==> config.mk <==
export PLATFORM = sky130hd
export DESIGN_NAME = uart_tx
export DESIGN_NICKNAME = d
export VERILOG_FILES = /design/src/rtl/uart_tx.sv
export SDC_FILE = /design/constraint.sdc
export NUM_CORES = 1
export LEC_CHECK = 0
export BUFFER_PORTS_ARGS = -buffer_cell sky130_fd_sc_hd__buf_4
export CORE_MARGIN = 5
export CORE_UTILIZATION = 30
export CTS_CLUSTER_SIZE = 25
export DETAILED_ROUTE_END_ITERATION = 12
export GPL_TIMING_DRIVEN = 0
export PLACE_DENSITY_LB_ADDON = 0.1
export SYNTH_ARGS = -nofsm -noshare
export SYNTH_HDL_FRONTEND = slang
export SYNTH_SLANG_ARGS = --single-unit
==> constraint.sdc <==
create_clock -name clk -period 4 [get_ports clk]
set_clock_uncertainty 0.15 [all_clocks]
set_input_delay 0.6 -clock clk [delete_from_list [all_inputs] [get_ports clk]]
set_output_delay 0.6 -clock clk [all_outputs]
set_load 0.05 [all_outputs]
==> src/rtl/uart_tx.sv <==
// uart_tx: 8N1 LSB-first UART transmitter with a small byte FIFO on a valid/ready input
module uart_tx #(
  parameter int CLKS_PER_BIT = 5208,
  parameter int FIFO_DEPTH   = 4
) (
  input  logic       clk,
  input  logic       rst_n,
  input  logic [7:0] tx_byte,
  input  logic       tx_dv,
  output logic       tx_ready,
  output logic       tx_serial,
  output logic       tx_active,
  output logic       tx_done
);
  localparam int CW = $clog2(CLKS_PER_BIT);
  localparam int PW = $clog2(FIFO_DEPTH);
  localparam logic [CW-1:0] CNT_LAST = CW'(CLKS_PER_BIT - 1);
  localparam logic [CW-1:0] CNT_DONE = CW'(CLKS_PER_BIT - 2);
  localparam logic [PW:0]   FULL     = (PW + 1)'(FIFO_DEPTH);

  typedef enum logic [1:0] {IDLE, START, DATA, STOP} state_t;

  state_t        state, state_nx;
  logic          run;
  logic [CW-1:0] clk_cnt, clk_cnt_nx;
  logic [2:0]    bit_idx, bit_idx_nx;
  logic [7:0]    shift, shift_nx;
  logic          serial_nx, active_nx, done_nx;
  logic          push, pop, bit_end;
  logic [7:0]    mem [FIFO_DEPTH];
  logic [PW-1:0] wr_ptr, rd_ptr;
  logic [PW:0]   count, count_nx;

  assign push     = tx_dv & tx_ready & run;
  assign bit_end  = clk_cnt == CNT_LAST;
  assign count_nx = count + (PW + 1)'(push) - (PW + 1)'(pop);

  // Reset assertion is immediate; release takes effect one edge later so logic leaves reset cleanly
  always_ff @(posedge clk or negedge rst_n)
    if (!rst_n) run <= 1'b0;
    else        run <= 1'b1;

  // FIFO storage; contents need no reset because the count gates every read
  always_ff @(posedge clk)
    if (push) mem[wr_ptr] <= tx_byte;

  // FIFO pointers, occupancy and the registered not-full flag
  always_ff @(posedge clk or negedge rst_n)
    if (!rst_n) begin
      wr_ptr   <= '0;
      rd_ptr   <= '0;
      count    <= '0;
      tx_ready <= 1'b1;
    end else if (run) begin
      wr_ptr   <= wr_ptr + PW'(push);
      rd_ptr   <= rd_ptr + PW'(pop);
      count    <= count_nx;
      tx_ready <= count_nx != FULL;
    end

  // Framing FSM: next state, next line level and the pop request; done is registered so it lands on the last stop cycle
  always_comb begin
    state_nx   = state;
    clk_cnt_nx = bit_end ? '0 : clk_cnt + 1'b1;
    bit_idx_nx = bit_idx;
    shift_nx   = shift;
    serial_nx  = tx_serial;
    active_nx  = tx_active;
    done_nx    = state == STOP && clk_cnt == CNT_DONE;
    pop        = 1'b0;
    case (state)
      IDLE: begin
        clk_cnt_nx = '0;
        serial_nx  = 1'b1;
        active_nx  = 1'b0;
        if (count != '0) begin
          pop       = 1'b1;
          shift_nx  = mem[rd_ptr];
          state_nx  = START;
          serial_nx = 1'b0;
          active_nx = 1'b1;
        end
      end
      START:
        if (bit_end) begin
          state_nx   = DATA;
          bit_idx_nx = '0;
          serial_nx  = shift[0];
        end
      DATA:
        if (bit_end) begin
          if (bit_idx == 3'd7) begin
            state_nx  = STOP;
            serial_nx = 1'b1;
          end else begin
            bit_idx_nx = bit_idx + 3'd1;
            serial_nx  = shift[bit_idx + 3'd1];
          end
        end
      STOP:
        if (bit_end) begin
          if (count != '0) begin
            pop       = 1'b1;
            shift_nx  = mem[rd_ptr];
            state_nx  = START;
            serial_nx = 1'b0;
          end else begin
            state_nx  = IDLE;
            active_nx = 1'b0;
          end
        end
      default: state_nx = IDLE;
    endcase
  end

  // Framing FSM state and registered line outputs; reset aborts any frame in flight
  always_ff @(posedge clk or negedge rst_n)
    if (!rst_n) begin
      state     <= IDLE;
      clk_cnt   <= '0;
      bit_idx   <= '0;
      shift     <= '0;
      tx_serial <= 1'b1;
      tx_active <= 1'b0;
      tx_done   <= 1'b0;
    end else if (run) begin
      state     <= state_nx;
      clk_cnt   <= clk_cnt_nx;
      bit_idx   <= bit_idx_nx;
      shift     <= shift_nx;
      tx_serial <= serial_nx;
      tx_active <= active_nx;
      tx_done   <= done_nx;
    end
endmodule

==> results.json <==
{
  "placementRows": 38,
  "fin_crit_ns": 2.996,
  "clk_latency_ns": 0.35,
  "max_cap_viol_count": 0,
  "grt_pass1_vias": 1946,
  "slew_violations": 0,
  "cts_resized": 0,
  "drive_gt1_share_pct": 21.53,
  "die_height_um": 114.7,
  "critPathMaxStageDelay_ns": 0.49,
  "antenna_found_initial": 0,
  "syn_area_um2": 3289,
  "die_width_um": 114.7,
  "end_kind": "flip-flop",
  "clock_sinks": 70,
  "grt.met1_usage_pct": 13.49,
  "crit_arrival_ns": 3.10,
  "post-cts-setup-buffer-count": 0,
  "ant_nets": 0,
  "grt_pass1_wl_um": 10410,
  "cts_buffers": 9,
  "hold_viol": 0,
  "post-synth-top-area-cell": "edfxtp_1",
  "yosysSeqAreaShare_pct": 58.20,
  "stdcell_area_um2": 3820,
  "clk_pin_slew_ns": 0.09,
  "clk_path_buf_depth": 2,
  "avgRoutedWirePerCell_um": 14.92,
  "tns_ns": 0,
  "grt_use_met3_pct": 3.224,
  "initial_core_util_pct": 30.48,
  "boundaryPins": 15,
  "grt_setup_unrepaired": "no",
  "cp_slowest_cell": "or3_1",
  "tightest_slew_ns": 0.8199,
  "drc_errors": 0,
  "period_share_pct": 74.90,
  "num_antenna_cells": 0,
  "grt_use_met2_pct": 16.03,
  "firstDrtPassIters": 4,
  "dpl_cell_area_um2": 3570,
  "crit_path_max_fanout": 7,
  "dp_hpwl_um": 4257,
  "gp_congestion": 0.7107,
  "cts_hold_buf": 0,
  "syn_area_per_cell_um2": 13.54,
  "synth_ff_type": "dfrtp_1",
  "netlist.area_leader.share_pct": 29.21,
  "gr-total-overflow": 0,
  "syn_to_final_growth_pct": 16.13,
  "die-area_um2": 13160,
  "p_per_area_nw_per_um2": 669.4,
  "cts_tree": "yes",
  "drtIter0Drc": 88,
  "core-area_um2": 10790,
  "required_ns": 4.11,
  "synth_nets": 266,
  "nets": 292,
  "synth_edf_count": 32,
  "num_vias": 1940,
  "cts_max_level": 3,
  "vias_per_cell": 4.686,
  "ys_seq_elements": 70,
  "grt-busiest-layer": "met2",
  "leakagePower_nw": 1.518,
  "io_buffers": 14,
  "hold_path.class": "primary input to asynchronous set/reset pin",
  "cts-root-buf": "clkbuf_8",
  "start_kind": "flip-flop",
  "grt_max_degree": 39,
  "slew_headroom_pct": 45.14,
  "irDropWorstVdd_mv": 0.2563,
  "setup_viol": 0,
  "synthArstFlopShare_pct": 54.29,
  "critical_path_class": "flip-flop to flip-flop",
  "synthCells": 243,
  "max_freq_mhz": 333.8,
  "yosys_warnings": 0,
  "netlist_top_cells_area": "edfxtp_1, dfrtp_1, mux4_2, ha_1, mux2_4",
  "totalWireLength_um": 6175,
  "crit_chain": "clkbuf_1 -> nor3b_2 -> a41oi_1 -> or3_1 -> nand2_1 -> ha_1 -> fa_1 -> nor3_1 -> a21oi_1",
  "grt_usage_pct": 10.27,
  "outcome": "completed",
  "synthDistinctLibCells": 44
}
where the power goes:
group          internal, mW  total (mW)  switching (mW)
Sequential            0.915        1.02           0.104
Combinational         0.414       0.837           0.423
Clock                 0.416       0.702           0.285
Total                  1.74        2.56           0.812
layer usage:
layer	vias to the layer above	part of all wire [%]
met1	957	49
met2	26	47
met4	0	1.2
met3	6	3.2
li1	951	-
met5	-	0
synthesized netlist by cell type (3+ instances only):
| cell type | count |
|---|---|
| dfrtp_1 | 36 |
| edfxtp_1 | 32 |
| nor2_1 | 20 |
| nand2_1 | 14 |
| ha_1 | 11 |
| o21ai_0 | 10 |
| mux4_2 | 9 |
| mux2_4 | 8 |
| xor2_1 | 8 |
| inv_1 | 7 |
| nand4_1 | 7 |
| xnor2_1 | 7 |
| a21oi_1 | 6 |
| clkbuf_1 | 5 |
| mux2_2 | 5 |
| mux2i_1 | 5 |
| nor3_1 | 5 |
| and3_1 | 4 |
| nand3_1 | 4 |
| a22oi_1 | 3 |
| and4_1 | 3 |
| buf_1 | 3 |
| nor2b_1 | 3 |
| or3_1 | 3 |
sequential cells by signal, indices dropped and copies added, names as in the netlist, 2 cells and up:
name,count
bit_idx,3
clk_cnt,13
count,3
mem,32
rd_ptr,2
shift,8
state,2
wr_ptr,2
cells in the final DEF (no fill, tap or decap), types with 4 or more instances in the layout:
master    Yosys  routed
dfrtp_1      36      36
edfxtp_1     32      32
nor2_1       20      20
nand2_1      14      14
buf_4         0      14
ha_1         11      11
o21ai_0      10      10
mux4_2        9       9
clkbuf_8      0       9
xor2_1        8       8
mux2_4        8       8
inv_1         7       7
nand4_1       7       7
xnor2_1       7       7
a21oi_1       6       6
clkbuf_1      5       5
mux2_2        5       5
nor3_1        5       5
mux2i_1       5       5
and3_1        4       4
nand3_1       4       4
layout make-up:
class	instances	area [µm²]
fill	1041	6973
clock inverter	7	121.4
multi-input combinational	156	1303
sequential	70	1914
tap	140	175.2
buffer	10	46.29
timing repair buffer	15	110.1
inverter	7	26.28
clock buffer	9	123.9
metrics by stage:
stage / total power, mW / hold slack (ns) / cells / utilization [%] / worst slack (ns)
6_report: 2.557 / 0.06219 / 414 / 35.39 / 1.004
4_1_cts: 2.604 / 0.07543 / 413 / 35.35 / 1.011
2_1_floorplan: 1.679 / 0.1544 / 243 / - / 1.406
5_1_grt: 2.738 / 0.09874 / 414 / 35.39 / 0.7938
3_5_place_dp: 1.892 / 0.3524 / 397 / 33.07 / 1.069
3_3_place_gp: 1.887 / 0.3492 / 397 / 33.07 / 1.075
kinds of logic after synthesis:
family                     after synthesis  share of synthesized area (%)
and+or+nand+nor                         71                          11.68
DFF                                     70                          58.20
AOI/OAI and AO/OA                       30                          5.972
muxes                                   27                          13.05
buffers and inverters                   17                          2.206
xor gates and xnor gates                15                          3.994
adders and majority gates               12                          4.793
other                                    1                         0.1140
critical path: cells and delay by family, from the launching register on:
| kind | cells | cell delay, ns |
|---|---|---|
| AO/OA/AOI/OAI | 2 | 0.44 |
| AND/OR/NAND/NOR | 4 | 1.20 |
| buffers and inverters | 1 | 0.18 |
| flip-flops | 1 | 0.37 |
| adder cells (fa/ha/maj) | 2 | 0.59 |
worst paths after layout:
check | from | endpoint | slack (ns) | cells past startpoint
worst max-delay path | clk_cnt[3] | tx_ready | 1.00 | 9
worst min-delay path | rst_n | clk_cnt[3] | 0.06 | 1
worst max register to register | clk_cnt[3] | tx_ready | 1.00 | 9
worst min register to register | tx_ready | tx_ready | 0.37 | 2
max in group asynchronous | rst_n | tx_serial | 3.26 | 1
min in group clk | tx_byte[6] | mem[3][6] | 0.31 | 1
Note: power is estimated with default switching activity, not from simulation.
